[config.mk]
export PLATFORM = sky130hd
export DESIGN_NAME = stroke_rasterizer
export DESIGN_NICKNAME = d
export VERILOG_FILES = /design/src/rtl/stroke_rasterizer.sv
export SDC_FILE = /design/constraint.sdc
export NUM_CORES = 1
export LEC_CHECK = 0
export CAP_MARGIN = 30
export CORE_MARGIN = 8
export CORE_UTILIZATION = 32
export DETAILED_ROUTE_END_ITERATION = 8
export SYNTH_ARGS = -nofsm -noshare
export SYNTH_HDL_FRONTEND = slang
export SYNTH_SLANG_ARGS = --single-unit
[constraint.sdc]
create_clock -name clk_in -period 6.9 [get_ports clk_in]
set_input_delay 1.38 -clock clk_in [delete_from_list [all_inputs] [get_ports clk_in]]
set_output_delay 1.38 -clock clk_in [all_outputs]
set_load 0.01 [all_outputs]
[src/rtl/stroke_rasterizer.sv]
// Turns cursor samples into single-pixel canvas writes: Bresenham line from the previous
// sample, square brush stamped at every new line point. Define STROKE_ROUND_BRUSH_EN for round tips.
module stroke_rasterizer #(
    parameter int CANVAS_W = 320,
    parameter int CANVAS_H = 180,
    parameter int X_W      = 10,
    parameter int Y_W      = 9,
    parameter int COLOR_W  = 4,
    parameter int SW_W     = 3
) (
    input  logic               clk_in,
    input  logic               rst_in,
    input  logic               pt_valid_in,
    output logic               pt_ready_out,
    input  logic [X_W-1:0]     pt_x_in,
    input  logic [Y_W-1:0]     pt_y_in,
    input  logic [COLOR_W-1:0] pt_color_in,
    input  logic [SW_W-1:0]    pt_sw_in,
    input  logic               pt_pen_down_in,
    output logic               wr_valid_out,
    input  logic               wr_ready_in,
    output logic [X_W-1:0]     wr_x_out,
    output logic [Y_W-1:0]     wr_y_out,
    output logic [COLOR_W-1:0] wr_color_out,
    output logic               busy_out,
    output logic               stroke_done_out
);
    localparam int XS = X_W + 2;
    localparam int YS = Y_W + 2;
    localparam int EW = X_W + 2;
    localparam logic signed [XS-1:0] X_MAX = XS'(CANVAS_W - 1);
    localparam logic signed [YS-1:0] Y_MAX = YS'(CANVAS_H - 1);
    localparam logic signed [XS-1:0] ONE_X = XS'(1);
    localparam logic signed [YS-1:0] ONE_Y = YS'(1);

    typedef enum logic [1:0] {IDLE, LINE, BRUSH, DONE} state_t;
    state_t state_q, state_d;

    logic                     have_prev_q, have_prev_d;
    logic [X_W-1:0]           x0_q, x0_d, x1_q, x1_d;
    logic [Y_W-1:0]           y0_q, y0_d, y1_q, y1_d;
    logic [COLOR_W-1:0]       color_q, color_d;
    logic [SW_W-1:0]          r_q, r_d;
    logic                     pen_q, pen_d;
    logic                     sx_q, sx_d, sy_q, sy_d;
    logic signed [XS-1:0]     cx_q, cx_d, bx_q, bx_d;
    logic signed [YS-1:0]     cy_q, cy_d, by_q, by_d;
    logic signed [EW-1:0]     err_q, err_d, dx_q, dx_d, dy_q, dy_d;

    logic signed [XS-1:0] rx, rx_new, nx;
    logic signed [YS-1:0] ry, ry_new, ny;
    logic signed [EW-1:0] xdiff, ydiff, adx, ady, nerr;
    logic signed [EW:0]   e2, dx_ext, dy_ext;
    logic step_x, step_y, stamp_only, in_bounds, brush_on;
    logic pix_valid, pix_adv, row_end, col_end, scan_end, at_target;

    assign rx     = XS'(r_q);
    assign ry     = YS'(r_q);
    assign rx_new = XS'(pt_sw_in);
    assign ry_new = YS'(pt_sw_in);

    assign stamp_only = !have_prev_q || (pt_x_in == x0_q && pt_y_in == y0_q);
    assign xdiff = $signed(EW'(pt_x_in)) - $signed(EW'(x0_q));
    assign ydiff = $signed(EW'(pt_y_in)) - $signed(EW'(y0_q));
    assign adx   = xdiff[EW-1] ? -xdiff : xdiff;
    assign ady   = ydiff[EW-1] ? -ydiff : ydiff;

    // Bresenham step; e2 needs one extra bit over err
    assign e2     = {err_q, 1'b0};
    assign dx_ext = {dx_q[EW-1], dx_q};
    assign dy_ext = {dy_q[EW-1], dy_q};
    assign step_x = (e2 >= dy_ext);
    assign step_y = (e2 <= dx_ext);
    assign nx   = step_x ? (sx_q ? cx_q - ONE_X : cx_q + ONE_X) : cx_q;
    assign ny   = step_y ? (sy_q ? cy_q - ONE_Y : cy_q + ONE_Y) : cy_q;
    assign nerr = err_q + (step_x ? dy_q : '0) + (step_y ? dx_q : '0);

    assign in_bounds = (bx_q >= 0) && (bx_q <= X_MAX) && (by_q >= 0) && (by_q <= Y_MAX);

`ifdef STROKE_ROUND_BRUSH_EN
    logic signed [4:0] ox, oy;
    logic signed [9:0] ox_sq, oy_sq, rr, lim;
    assign ox    = 5'(bx_q - cx_q);
    assign oy    = 5'(by_q - cy_q);
    assign ox_sq = ox * ox;
    assign oy_sq = oy * oy;
    assign rr    = 10'(r_q) * 10'(r_q);
    // r = 1 uses r*r so the corners drop; larger radii use r*r + r for a fuller disc
    assign lim      = (r_q <= SW_W'(1)) ? rr : rr + 10'(r_q);
    assign brush_on = (ox_sq + oy_sq) <= lim;
`else
    assign brush_on = 1'b1;
`endif

    assign pix_valid = (state_q == BRUSH) && in_bounds && brush_on;
    assign pix_adv   = !pix_valid || wr_ready_in;
    assign row_end   = (bx_q == cx_q + rx);
    assign col_end   = (by_q == cy_q + ry);
    assign scan_end  = (state_q == BRUSH) && pix_adv && row_end && col_end;
    assign at_target = (cx_q == {2'b00, x1_q}) && (cy_q == {2'b00, y1_q});

    always_ff @(posedge clk_in or negedge rst_in) begin
        if (!rst_in) state_q <= IDLE;
        else         state_q <= state_d;
    end

    always_comb begin
        state_d = state_q;
        case (state_q)
            IDLE: begin
                if (pt_valid_in) begin
                    if (!pt_pen_down_in) state_d = DONE;
                    else if (stamp_only) state_d = BRUSH;
                    else                 state_d = LINE;
                end
            end
            LINE:  state_d = BRUSH;
            BRUSH: if (scan_end) state_d = at_target ? DONE : LINE;
            DONE:  state_d = IDLE;
            default: state_d = IDLE;
        endcase
    end

    always_comb begin
        have_prev_d = have_prev_q;
        x0_d = x0_q;  y0_d = y0_q;  x1_d = x1_q;  y1_d = y1_q;
        color_d = color_q;  r_d = r_q;  pen_d = pen_q;
        sx_d = sx_q;  sy_d = sy_q;
        cx_d = cx_q;  cy_d = cy_q;  bx_d = bx_q;  by_d = by_q;
        err_d = err_q;  dx_d = dx_q;  dy_d = dy_q;
        case (state_q)
            IDLE: begin
                if (pt_valid_in) begin
                    x1_d = pt_x_in;  y1_d = pt_y_in;
                    color_d = pt_color_in;  r_d = pt_sw_in;  pen_d = pt_pen_down_in;
                    if (!pt_pen_down_in) begin
                        have_prev_d = 1'b0;
                    end else if (stamp_only) begin
                        cx_d = XS'(pt_x_in);
                        cy_d = YS'(pt_y_in);
                        bx_d = XS'(pt_x_in) - rx_new;
                        by_d = YS'(pt_y_in) - ry_new;
                    end else begin
                        cx_d  = XS'(x0_q);
                        cy_d  = YS'(y0_q);
                        dx_d  = adx;
                        dy_d  = -ady;
                        err_d = adx - ady;
                        sx_d  = (pt_x_in < x0_q);
                        sy_d  = (pt_y_in < y0_q);
                    end
                end
            end
            LINE: begin
                cx_d = nx;  cy_d = ny;  err_d = nerr;
                bx_d = nx - rx;
                by_d = ny - ry;
            end
            BRUSH: begin
                if (pix_adv) begin
                    if (row_end) begin
                        bx_d = cx_q - rx;
                        by_d = by_q + ONE_Y;
                    end else begin
                        bx_d = bx_q + ONE_X;
                    end
                end
            end
            DONE: begin
                x0_d = x1_q;  y0_d = y1_q;
                have_prev_d = pen_q;
            end
            default: ;
        endcase
    end

    always_ff @(posedge clk_in or negedge rst_in) begin
        if (!rst_in) begin
            have_prev_q <= 1'b0;
            x0_q <= '0;  y0_q <= '0;  x1_q <= '0;  y1_q <= '0;
            color_q <= '0;  r_q <= '0;  pen_q <= 1'b0;
            sx_q <= 1'b0;  sy_q <= 1'b0;
            cx_q <= '0;  cy_q <= '0;  bx_q <= '0;  by_q <= '0;
            err_q <= '0;  dx_q <= '0;  dy_q <= '0;
        end else begin
            have_prev_q <= have_prev_d;
            x0_q <= x0_d;  y0_q <= y0_d;  x1_q <= x1_d;  y1_q <= y1_d;
            color_q <= color_d;  r_q <= r_d;  pen_q <= pen_d;
            sx_q <= sx_d;  sy_q <= sy_d;
            cx_q <= cx_d;  cy_q <= cy_d;  bx_q <= bx_d;  by_q <= by_d;
            err_q <= err_d;  dx_q <= dx_d;  dy_q <= dy_d;
        end
    end

    always_comb begin
        pt_ready_out    = (state_q == IDLE);
        busy_out        = (state_q != IDLE);
        stroke_done_out = (state_q == DONE);
        wr_valid_out    = pix_valid;
        wr_x_out        = bx_q[X_W-1:0];
        wr_y_out        = by_q[Y_W-1:0];
        wr_color_out    = color_q;
    end
endmodule

After elaboration in Yosys (flattened, before gate mapping)
Index checks and enable logic that the tools add are counted.
{"block": "totals", "out_inout_bits": 27, "in_bits": 31, "ff_bits": 133}
{"block": "classes", "n_eq_ne": 17, "reduce_logical": 26, "muxes": 41, "n_addsub": 21, "bitwise_logic": 1, "magnitude_cmp": 8}
{"cell": "$mux 12", "count": 16}
{"cell": "$mux 11", "count": 9}
{"cell": "$pmux 12 s2", "count": 2}
{"cell": "$pmux 12 s3", "count": 1}
{"cell": "$pmux 11 s3", "count": 1}
{"cell": "$add 12x12->12", "count": 2}
{"cell": "$add 12x2->12 const B", "count": 2}
{"cell": "$sub 12x4->12", "count": 2}
{"cell": "$add 11x2->11 const B", "count": 2}
{"cell": "$pmux 11 s2", "count": 1}
{"cell": "$ge 13x12->1", "count": 1}
{"cell": "$le 13x12->1", "count": 1}
{"cell": "$add 12x4->12", "count": 1}
{"cell": "$eq 12x10->1", "count": 1}
{"cell": "$eq 12x12->1", "count": 1}
{"cell": "$ge 12x1->1 const B", "count": 1}
{"cell": "$le 12x10->1 const B", "count": 1}
{"cell": "$ne 2x2->1 const B", "count": 6}
{"cell": "$neg 10->12", "count": 1}
{"cell": "$neg 11->12", "count": 1}
{"cell": "$neg 12->12", "count": 1}
{"cell": "$sub 12x12->12", "count": 1}
{"cell": "$sub 12x2->12 const B", "count": 1}
{"cell": "$add 11x4->11", "count": 1}
{"cell": "35 further kinds", "count": 57}

Logic depth before layout (Yosys ltp)
Gate-level depths: netlist of run 1.
{"block": "depth", "depth_word": 12, "mapped_depth": 23, "mapped_depth_nobuf": 22}

Worst setup path after synthesis of run 1
Ideal clock, no wire load.
{"block": "synth_timing", "path_type": "in2reg", "from": "input port pt_x_in[0]", "to": "register err_q[10]", "t_arrival_ns": 5.311, "setup_slack_ns": 1.479, "path_stages": 20, "n_path_buf": 0, "path_cell_list": "inv_1 ha_1 inv_1 fa_1 a21o_1 a21oi_1 o221ai_1 a21o_1 a21oi_1 a21oi_1 fa_1 nor2b_1 o21ai_0 a21boi_0 o21ai_0 nand2b_1 a31oi_1 o21ai_0 mux2_2 o41ai_1"}
{"block": "synth_via", "elab_chain_cells": 8, "elab_cells_between_ends": 13}
{"element": "start, declared", "line": "15", "text": "input logic [X_W-1:0] pt_x_in,"}
{"element": "$sub 10x10->11", "line": "63", "text": "assign xdiff = $signed(EW'(pt_x_in)) - $signed(EW'(x0_q));"}
{"element": "$neg 11->12", "line": "65", "text": "assign adx = xdiff[EW-1] ? -xdiff : xdiff;"}
{"element": "$mux 12", "line": "65"}
{"element": "$sub 12x12->12", "line": "148", "text": "err_d = adx - ady;"}
{"element": "$mux 12", "line": "138", "text": "end else if (stamp_only) begin"}
{"element": "$mux 12", "line": "136", "text": "if (!pt_pen_down_in) begin"}
{"element": "$mux 12", "line": "133", "text": "if (pt_valid_in) begin"}
{"element": "$pmux 12 s2", "line": "131", "text": "case (state_q)"}
{"element": "end signal, assigned", "line": "184", "text": "err_q <= '0; dx_q <= '0; dy_q <= '0;"}
{"element": "end signal, assigned", "line": "191", "text": "err_q <= err_d; dx_q <= dx_d; dy_q <= dy_d;"}
{"element": "end, declared", "line": "48", "text": "logic signed [EW-1:0] err_q, err_d, dx_q, dx_d, dy_q, dy_d;"}
Parallel ways exist; a longest one is shown, timed or not. The select of a mux whose other input is x is not followed.
A chain may end at the register's enable or synchronous reset.

Worst setup path in the final report of run 1
{"block": "layout_timing", "from": "input port pt_x_in[0]", "to": "register err_q[11]"}
{"block": "layout_via", "elab_chain_cells": 8, "elab_cells_between_ends": 13}
{"element": "$sub 10x10->11 (*)", "line": "63"}
{"element": "$neg 11->12", "line": "65"}
{"element": "$mux 12 (*)", "line": "65"}
{"element": "named net adx[1]", "line": "52", "text": "logic signed [EW-1:0] xdiff, ydiff, adx, ady, nerr;"}
{"element": "$sub 12x12->12 (*)", "line": "148"}
{"element": "$mux 12 (*)", "line": "138"}
{"element": "$mux 12 (*)", "line": "136"}
{"element": "$mux 12 (*)", "line": "133"}
{"element": "$pmux 12 s2 (*)", "line": "131"}
Mark *: on every way through the listed nets, which the timed path passes. The rest lies on a longest branch. The select of a mux whose other input is x is not followed.

==> results.tsv, run 1 <==
stage	metric	value	unit
status	status	completed	
timing	Setup TNS	0	ps
synthesis	syn_area_per_cell	8.17	µm²
timing	max frequency	162	MHz
die	Die Width	221	µm
clock_network	CTS tree	yes	
die	Die ar.	48900	µm²
clock_network	worst-skew pair later-pin latency	460	ps
finish	Filler cells	4312	
global_routing	Overflow after GRT	0	
synthesis	Synth warnings	0	
clock_network	Hold-fix buffers, CTS	0	
setup_path	required time worst endpoint	7290	ps
timing	Final period util	89.7	%
finish	# diodes	0	
setup_path	CP Launch Point	pt_x_in[0]	
setup_path	FF-to-FF Start	err_q[11]	
run	max_cap viols	0	
clock_network	CTS Buf Count	17	
finish	Final Cell Area	14900	µm²
synthesis	Commonest cells post-synth	nand2_1, o21ai_0, nor2_1, dfrtp_1, ha_1	
synthesis	cell taking the most area after synthesis	dfrtp_1	
setup_path	Setup Crit Path Kind	primary input to flip-flop	
timing	Final min period	6190	ps
finish	share of cells above drive strength 1	6.57	%
die	row cnt	75	
synthesis	flops & latches, synth	133	
timing	final-report hold violation count	0	
synthesis	most numerous cell in the Yosys netlist	nand2_1	
timing	normalized max-slew margin	33.0	%
drt	wirelength, routed	42300	µm
die	DIE HEIGHT	221	µm
synthesis	register area share after synthesis	24.7	%
clock_network	CTS sink cnt	133	
clock_network	CTS Buffer Depth	2	
finish	final core occ	35.7	%
global_routing	initial antenna violation count	1	
synthesis	Synth Instances	1648	
clock_network	root buffer cell	clkbuf_16	
finish	# nets final	1816	
drt	Avg Vias per Cell	5.48	
placement	GPL Wtd Cong	0.908	
clock_network	H-tree levels	4	
timing	# setup viols final	0	
setup_path	Worst Setup Start Kind	primary input	
clock_network	Resized cells post-CTS	0	
placement	# port buffers	57	
hold_path	Tightest Hold Check Type	flip-flop to flip-flop	
synthesis	post-synthesis async set-or-reset flop share	100	%
drt	WL/cell	19.3	µm
drt	drc violations	0	
finish	synthesis-to-layout area growth	10.9	%
global_routing	vias in the first global route	11932	
timing	final hold slack	484	ps
finish	area occupied by multi-input gates	9190	µm²
die	initial cell density of the core	32.2	%
global_routing	largest net degree at the start of global routing	91	
drt	initial DRC count	1060	
finish	register area	3330	µm²
drt	routed vias	12045	
drt	first-pass detailed-route iteration total	5	
synthesis	ys flop type	dfrtp_1	
synthesis	top-area cell type share of the netlist area	24.7	%
synthesis	Netlist cell types	80	
die	IO Count	58	
clock_network	setup bufs post-CTS	0	
timing	RSZ-0062 raised after global routing	no	
synthesis	Cell Area, Synth	13500	µm²
synthesis	Synth area leaders	dfrtp_1, ha_1, xnor2_1	
drt	Antenna Nets Post-Route	0	
timing	fin. max-slew vios	0	
hold_path	beginning of the worst hold path	pen_q	
global_routing	All-Layer GR Usage	17.2	%
setup_path	crit end category	flip-flop	
clock_network	clk slew on worst S/H paths	60	ps
setup_path	highest net fanout along the worst path	8	
synthesis	Post-synth EDFFs	0	
die	Core ar.	41800	µm²
synthesis	Post-Syn Nets	1817	
placement	placed cell area	14400	µm²
placement	post-DP HPWL	32500	µm
timing	clock skew	11.7	ps
global_routing	first-pass GRT wire length	67800	µm
setup_path	Arr. time, crit path	6570	ps
timing	worst slew pin tran	1000	ps
-- metrics by stage --
| step | std cells | worst slack, ps |
|---|---|---|
| 2_1_floorplan | 1648 | 1480 |
| 5_1_grt | 2199 | 201 |
| 3_5_place_dp | 2167 | 329 |
| 6_report | 2199 | 714 |
| 4_1_cts | 2199 | 787 |
| 3_3_place_gp | 2166 | 456 |
-- layout by cell type, fill, tap and decap left out, types with 11 or more instances in the layout --
cell / synthesis / routed
a211oi_1: 13 / 13
a21o_1: 27 / 27
a21oi_1: 101 / 101
a31oi_1: 19 / 19
buf_4: 22 / 19
clkbuf_16: 0 / 17
clkdlybuf4s50_1: 0 / 56
dfrtp_1: 133 / 133
fa_1: 24 / 24
ha_1: 114 / 113
inv_1: 110 / 110
mux2_2: 36 / 36
mux2i_1: 17 / 17
nand2_1: 158 / 158
nand2b_1: 11 / 11
nand3_1: 32 / 32
nand4_1: 23 / 23
nor2_1: 137 / 137
nor2b_1: 22 / 22
nor3_1: 29 / 29
nor4_1: 17 / 17
o211ai_1: 18 / 18
o21ai_0: 140 / 140
o31ai_1: 16 / 16
or3_1: 23 / 23
xnor2_1: 109 / 109
xor2_1: 57 / 57
-- cell type report --
type | instances | share of cell area, %
repair buffers | 77 | 4.97
multi-input cells | 1307 | 61.6
well taps | 539 | 4.52
clock buffers | 18 | 2.88
flip-flops and latches | 133 | 22.3
inverters | 111 | 2.79
clock inverters | 14 | 0.956
-- worst max-delay path, cell delays in order --
cell             delay [ps]
clkdlybuf4s50_1         510
inv_1                   170
ha_1                    200
inv_1                    60
fa_1                    400
a21o_1                  170
a21oi_1                 250
o221ai_1                210
a21o_1                  230
a21oi_1                 470
nor2_1                   80
a21oi_1                 280
inv_1                    80
ha_1                    280
nor2b_1                 130
o21ai_0                 220
a21boi_0                160
o21ai_0                 230
a21oi_1                 140
a31o_2                  280
a2111oi_0               380
o21ai_0                 150
nand3_1                 120
-- cell families after synthesis --
family | after synthesis | synth area share (%)
fa+ha+maj | 138 | 14.2
mux | 53 | 4.28
xor+xnor | 167 | 11.0
buf+inv | 208 | 6.97
compound gates | 440 | 20.7
other cells | 1 | 0.0279
simple gates | 508 | 18.1
flops | 133 | 24.7
-- worst paths after layout --
kind	depth (start not counted)	endpoint	slack, ps
hold / removal	2	pen_q	480
hold reg to reg	2	pen_q	480
setup / recovery	23	err_q[11]	710
min in group asynchronous	1	wr_color_out[2]	960
max in group asynchronous	2	bx_q[7]	4730
setup reg to reg	20	err_q[11]	1420
-- metal layers --
layer | up-vias | routed length, µm | global-route usage (%)
met5 | - | 0 | 0
met4 | 0 | 1100 | 5.64
met3 | 73 | 2480 | 4.03
met2 | 332 | 19100 | 27.3
met1 | 5818 | 19700 | 22.7
li1 | 5822 | - | -
-- state kept, by name (all words and copies together), names as in the netlist --
signal        flops
pen_q             1
cx_q             12
sy_q              1
sx_q              1
err_q            12
y1_q              9
x0_q             10
state_q           2
have_prev_q       1
by_q             11
wr_color_out      4
dy_q             12
bx_q             12
cy_q             11
r_q               3
x1_q             10
y0_q              9
dx_q             12
Power of run 1 is left out: the tool's default activity adds up to more than one toggle a clock period on the data nets, which glitch-free logic cannot reach.
==> run 2: changes to the inputs <==
--- a/config.mk
+++ b/config.mk
@@ -9,6 +9,7 @@
 export CORE_MARGIN = 8
 export CORE_UTILIZATION = 32
 export DETAILED_ROUTE_END_ITERATION = 8
+export SLEW_MARGIN = 10
 export SYNTH_ARGS = -nofsm -noshare
 export SYNTH_HDL_FRONTEND = slang
 export SYNTH_SLANG_ARGS = --single-unit
==> constraint.sdc (replaced) <==
create_clock -name clk_in -period 8.04 [get_ports clk_in]
set_input_delay 1.608 -clock clk_in [delete_from_list [all_inputs] [get_ports clk_in]]
set_output_delay 1.608 -clock clk_in [all_outputs]
set_load 0.01 [all_outputs]
==> results.tsv, run 2 (synthesized netlist as in run 1, its figures left out) <==
stage	metric	value	unit	change
setup_path	FF-to-FF Start	err_q[6]		
setup_path	delay-heaviest family, CP	compound AO/OA/AOI/OAI gates		
die	DIE HEIGHT	221	µm	unchanged
clock_network	CTS sink cnt	133		unchanged
clock_network	CTS tree	yes		
drt	Avg Vias per Cell	5.46		-0.28%
run	max_cap viols	0		unchanged
die	row cnt	75		unchanged
setup_path	Levels on crit path	23		unchanged
setup_path	Crit Reg-Reg Endpoint	err_q[11]		
setup_path	CP Capture Point	err_q[11]		
global_routing	initial antenna violation count	1		unchanged
setup_path	CP Launch Point	pt_x_in[0]		
hold_path	Tightest Hold Check Type	flip-flop to flip-flop		
placement	GPL Wtd Cong	0.913		+0.62%
clock_network	H-tree levels	4		unchanged
finish	most frequent cells in the layout	nand2_1, o21ai_0, nor2_1		
setup_path	highest net fanout along the worst path	8		unchanged
drt	drc violations	0		unchanged
timing	# setup viols final	0		unchanged
die	Die Width	221	µm	unchanged
clock_network	CTS Buffer Depth	2		unchanged
setup_path	Buf/Inv on CP	4		unchanged
global_routing	first-pass GRT wire length	66200	µm	-2.4%
global_routing	largest net degree at the start of global routing	69		-24%
timing	normalized max-slew margin	28.1	%	-4.9 points
setup_path	CP most frequent cell	a21oi_1		
die	initial cell density of the core	32.2	%	unchanged
clock_network	CTS Buf Count	17		unchanged
clock_network	root buffer cell	clkbuf_16		
global_routing	Overflow after GRT	0		unchanged
finish	synthesis-to-layout area growth	10.9	%	about the same
drt	Antenna Nets Post-Route	0		unchanged
timing	clock skew	13.5	ps	+1.82 ps
timing	final hold slack	485	ps	+0.774 ps
clock_network	setup bufs post-CTS	0		unchanged
setup_path	required time worst endpoint	8420	ps	+1130 ps
timing	RSZ-0062 raised after global routing	no		
timing	Final min period	6420	ps	
placement	placed cell area	14300	µm²	-0.51%
clock_network	clk slew on worst S/H paths	70	ps	about the same
die	Die ar.	48900	µm²	unchanged
setup_path	Worst Setup Start Kind	primary input		
setup_path	R2R depth	21		+5.0%
clock_network	worst-skew pair later-pin latency	450	ps	about the same
finish	share of cells above drive strength 1	6.34	%	-0.22 points
drt	wirelength, routed	41900	µm	-0.98%
clock_network	Hold-fix buffers, CTS	0		unchanged
finish	final core occ	35.7	%	about the same
finish	# nets final	1811		-0.28%
die	Core ar.	41800	µm²	unchanged
drt	WL/cell	19.1	µm	-0.80%
finish	Final Cell Area	14900	µm²	about the same
global_routing	vias in the first global route	11600		-2.8%
drt	initial DRC count	950		-10%
setup_path	crit end category	flip-flop		
placement	post-DP HPWL	31600	µm	-2.9%
setup_path	Arr. time, crit path	6800	ps	+230 ps
drt	routed vias	11989		-0.46%
placement	# port buffers	57		unchanged
setup_path	Setup Crit Path Kind	primary input to flip-flop		
die	IO Count	58		unchanged
timing	fin. max-slew vios	0		unchanged
setup_path	critical path cell sequence	clkdlybuf4s50_1, inv_1, ha_1, inv_1, fa_1, a21o_1, a21oi_1, o221ai_1, a21o_1, a21oi_1, nor2_1, a21oi_1, inv_1, ha_1, nor2b_1, o21ai_0, a21boi_0, o21ai_0, a21oi_1, a31o_2, a2111oi_0, o21ai_0, nand3_1		
setup_path	Crit-path slowest cell	clkdlybuf4s50_1		
finish	Filler cells	4310		-0.046%
finish	most common cell after layout, fill and taps aside	nand2_1		
global_routing	All-Layer GR Usage	16.8	%	-0.36 points
timing	Setup TNS	0	ps	unchanged
timing	max frequency	156	MHz	
setup_path	CP max stage delay	530	ps	+20 ps
timing	final-report hold violation count	0		unchanged
hold_path	beginning of the worst hold path	pen_q		
timing	worst slew pin tran	1070	ps	+69.2 ps
setup_path	r2r setup slk	2540	ps	+1120 ps
clock_network	Resized cells post-CTS	0		unchanged
drt	first-pass detailed-route iteration total	5		unchanged
timing	Final period util	79.8	%	
status	status	completed		
## run 2: cell types whose count changed in the layout (fill, tap and decap cells not counted), sizes merged
cell,before,now
clkinv,4,5
buf,21,16
inv,118,117
diode,0,1
clkbuf,18,17
bufinv,1,2
## run 2: layout make-up
class / instances / area [µm²] / area share [%]
antenna: 1 / 2.50 / 0.0168
tap: 539 / 674 / 4.52
sequential: 133 / 3330 / 22.3
timing repair buffer: 72 / 712 / 4.77
multi-input combinational: 1307 / 9190 / 61.6
clock inverter: 15 / 166 / 1.12
inverter: 111 / 417 / 2.79
clock buffer: 17 / 425 / 2.85
## run 2: per-stage QoR
step,setup WS (ps),instances
6_report,1620,2195
5_1_grt,1220,2195
4_1_cts,1690,2192
3_5_place_dp,1200,2160
3_3_place_gp,1420,2160
2_1_floorplan,2390,1648
## run 2: worst min-delay path: stages, from the launching register on
cell     delay (ps)
dfrtp_1         350
nand2_1          50
nand2_1          60
## run 2: worst min path at each step
stage / slack, ps / depth (start not counted) / end
after floorplan: 450 / 2 / pen_q
after global placement: 470 / 2 / pen_q
after detailed placement: 470 / 2 / pen_q
after CTS: 490 / 2 / pen_q
after global routing: 520 / 2 / dy_q[2]
final: 480 / 2 / pen_q
## run 2: metal layers
metal  vias to the layer above  track usage (%)  part of all wire (%)
li1                       5816                -                     -
met1                      5778             23.1                    47
met2                       352             26.6                    46
met3                        43             3.20                   5.7
met4                         0             4.80                   1.6
met5                         -                0                     0
Power of run 2 is left out for the same reason.
==> edit 1 (settings of run 2) <==
`Y_W`: 9 -> 13.
--- a/src/rtl/stroke_rasterizer.sv
+++ b/src/rtl/stroke_rasterizer.sv
@@ -5,5 +5,5 @@
     parameter int CANVAS_H = 180,
     parameter int X_W      = 10,
-    parameter int Y_W      = 9,
+    parameter int Y_W      = 13,
     parameter int COLOR_W  = 4,
     parameter int SW_W     = 3
Ports: changed (resized pt_y_in and wr_y_out); port bits go from 58 to 66. No check against the original RTL was run, so the function may have changed too.
==> edit 1 against run 2 <==
Worst setup slack got worse by 0.12 ns; synthesized area grew 15%; clock skew shrank 0.0021 ns; sequential cell count grew 16; register-to-register slack got worse by 0.83 ns; wire length rose by 17%; largest cell class unchanged; cell area rose by 14%; critical path type unchanged.
Power is not shown: default switching activity piles up to over one toggle a cycle in this logic, so the estimate is an artifact.
==> edit 1: results (changes against run 2) <==
| Metric | Value |
|---|---|
| Port bufs | 65 (+14%) |
| Measured slew at the worst slew-check pin | 0.897 ns (-0.177 ns) |
| Non-clock buffering overhead | 0.0477 (-0.0000544) |
| Cell Area, Placed | 0.0164 mm² (+15%) |
| Critical R2R Launch | err_q[11] |
| Final Net Count | 2043 (+13%) |
| Xor/xnor share of the synthesized area | 0.116 (+0.00654) |
| Post-synth top cells | nand2_1 (173), nor2_1 (155), o21ai_0 (154) |
| Total track usage | 0.176 (+0.00785) |
| Post-Synth Adder-Cell Area | 0.130 (-0.0115) |
| Sequential cell count | 149 (+12%) |
| Drt total wl | 49.2 mm (+17%) |
| Hold Path Origin | dy_q[8] |
| DP Cell Count | 2456 (+14%) |
| Mux share of post-synthesis cell area | 0.0562 (+0.0134) |
| Slowest CP cell | a21oi_1 |
| Vias in the first global route | 13800 (+19%) |
| First DRT Iteration DRCs | 1078 (+13%) |
| Clock-cell share of area | 0.0332 (-0.00649) |
| Worst Path Max Fanout | 11 (+3) |
| Netlist cell types | 94 (+18%) |
| Multi-input gates | 1497 (+15%) |
| Final GP Congestion | 0.911 (-0.28%) |
| Layout cells sized above 1 | 0.0651 (+0.00162) |
| Non-clk invs | 115 (+3.6%) |
| Dpl hpwl | 38.3 mm (+21%) |
| Sequential area share after synthesis | 0.242 (-0.00540) |
| Initial antenna violation count | 3 (+2) |
| Pre-CTS setup slack | 1.13 ns (-0.0707 ns) |
| Detailed-route via count | 13800 (+15%) |
| First-pass GRT wire length | 78.5 mm (+19%) |
| Compound-cell area share of the yosys netlist | 0.205 (-0.00167) |
| Synthesis-to-finish area growth | 10.4% |
| Synth Cell Area | 0.0154 mm² (+15%) |
| Status | finished, final reports clean |
| Largest net degree at the start of global routing | 81 (+17%) |
| Top delay family on crit path | compound AO/OA/AOI/OAI gates |
[edit 1: changes by cell type after synthesis, moves of 12 or more]
cell / change
mux2i_1: +29
dfrtp_1: +16
xnor2_1: +22
clkbuf_1: +28
o21ai_0: +14
xor2_1: +12
nor2_1: +18
nand2_1: +15
[edit 1: tightest hold or removal path, delay by kind of cell (launching register included)]
kind            cells  cell delay (ns)
simple gates        1             0.05
flops               1             0.35
compound gates      1             0.06
[edit 1: worst paths after layout]
check	depth (start not counted)	slack, ns	to
hold reg to reg	2	0.50	dy_q[8]
setup / recovery	23	1.50	err_q[11]
hold / removal	2	0.50	dy_q[8]
max in group asynchronous	3	5.59	by_q[12]
setup reg to reg	19	1.71	by_q[13]
min in group asynchronous	1	1.22	dx_q[5]
[edit 1: layer usage]
layer,part of all wire,vias up,global-route usage
li1,-,6635,-
met1,0.46,6691,0.235
met2,0.45,396,0.281
met3,0.059,70,0.0293
met4,0.029,2,0.0667
met5,0.00022,-,0
==> edit 2 (flow settings as in run 2) <==
Made on the original files. Re-encode `state_t` (4 states) as one-hot, 4 bits wide.
--- a/src/rtl/stroke_rasterizer.sv
+++ b/src/rtl/stroke_rasterizer.sv
@@ -34,5 +34,5 @@
     localparam logic signed [YS-1:0] ONE_Y = YS'(1);
 
-    typedef enum logic [1:0] {IDLE, LINE, BRUSH, DONE} state_t;
+    typedef enum logic [3:0] {IDLE = 4'b0001, LINE = 4'b0010, BRUSH = 4'b0100, DONE = 4'b1000} state_t;
     state_t state_q, state_d;
 
Function: same outputs for any inputs over 4 cycles, from zero or initial values and one cycle with rst_in low; so few cycles prove little.
==> edit 2 against run 2 <==
Hold slack better by 0.0063 ns; clock skew decreased by 0.00050 ns; core utilization increased by 0.45 points; synthesized cell count fell by 0.55%; critical path type unchanged; cell area up 1.7%; synthesized area increased by 1.2%; largest cell class unchanged; sequential cell count grew 2; cell count fell by 0.46%; highest routed layer is now met5; wire length decreased by 3.0%; worst setup slack better by 0.17 ns.
Power is left out: the tool's default activity adds up to more than one toggle a clock period on the data nets, which glitch-free logic cannot reach.
==> edit 2: results (changes against run 2) <==
| Metric | Value |
|---|---|
| Status | finished, final reports clean |
| Met3 WL | 2.13 mm (-10%) |
| Vias in the first global route | 11900 (+2.7%) |
| Max Freq | 160 MHz (+2.7%) |
| Max Used Layer | met5 |
| Layout cells sized above 1 | 0.0699 (+0.00646) |
| DP Cell Count | 2152 (-0.37%) |
| Met2 Track Usage GR | 0.261 (-0.00483) |
| FF+latch count, synth | 135 (+1.5%) |
| R2R depth | 20 (-4.8%) |
| Internal reg-to-reg setup slack | 2.76 ns (+0.22 ns) |
| Seq area share | 0.223 (-0.000372) |
| GRT met1 Usage | 0.223 (-0.00768) |
| Layout Skew | 0.0130 ns (-0.000502 ns) |
| Pre-CTS setup slack | 1.45 ns (+0.259 ns) |
| Crit path DAT | 6.57 ns (-0.23 ns) |
| Syn Nets | 1804 (-0.72%) |
| Non-clock buffering overhead | 0.0481 (+0.000352) |
| Fill cells | 4309 (-0.023%) |
| Largest net degree at the start of global routing | 80 (+16%) |
| Detailed-route via count | 12000 (-0.28%) |
| M1 WL | 19.1 mm (-2.8%) |
| DRT Pass-1 Iters | 7 (+2) |
| CP startpoint | pt_x_in[0] |
| Sequential area share after synthesis | 0.248 (+0.000722) |
| Rel. slew slack | 0.433 (+0.152) |
| CTS Buf Count | 17 (unchanged) |
| Multi-input gates | 1290 (-1.3%) |
| Drt total wl | 40.7 mm (-3.0%) |
| Post-synth top cells | nand2_1 (144), nor2_1 (138), dfrtp_1 (134) |
| Clock-cell share of area | 0.0390 (-0.000667) |
| Final GP Congestion | 0.908 (-0.53%) |
| Clock Buffer Count | 18 (+1) |
| First DRT Iteration DRCs | 985 (+3.7%) |
| Worst Path Max Fanout | 14 (+6) |
| Root Driver | clkbuf_16 |
| Non-clk invs | 110 (-0.90%) |
| Worst Setup EP | err_q[10] |
| Footprint of the multi-input gates | 0.00938 mm² (+2.1%) |
| Total track usage | 0.165 (-0.00344) |
| Critical R2R Launch | err_q[9] |
| R2r endpoint | err_q[11] |
| Synth top area share | 0.246 (-0.00121) |
| Syn Area/Cell | 8.31 µm² (+1.8%) |
| Vias per cell | 5.47 (+0.17%) |
| Dpl hpwl | 31.4 mm (-0.61%) |
| Number of buffers outside the clock class in the layout | 78 (+8.3%) |
| Metal2 WL | 18.3 mm (-4.8%) |
| Top delay family on crit path | compound AO/OA/AOI/OAI gates |
| GR Util met3 | 0.0307 (-0.00132) |
## edit 2: cell families (layout without fill, tap and decap cells)
logic type	Yosys count	count (layout)	synth area share
AOI/OAI and AO/OA	399	399	0.196
other	1	2	0.000275
muxes	70	70	0.0541
buffers and inverters	214	220	0.0663
and+or+nand+nor	509	509	0.183
DFF	135	135	0.248
xor gates and xnor gates	177	177	0.116
adders and majority gates	134	134	0.136
## edit 2: how the worst min path moves through the flow
stage,startpoint,endpoint,depth (start not counted)
floorplan,dx_q[1],dx_q[1],2
global placement,pen_q,pen_q,1
detailed placement,pen_q,pen_q,1
CTS,pen_q,pen_q,1
global route,pen_q,pen_q,1
finish,pen_q,pen_q,1
## edit 2: through the flow
step | hold slack [ns] | area, µm²
floorplan | 0.450 | 13600
global placement | 0.461 | 14600
detailed placement | 0.476 | 14600
CTS | 0.497 | 15200
global route | 0.520 | 15200
finish | 0.491 | 15200
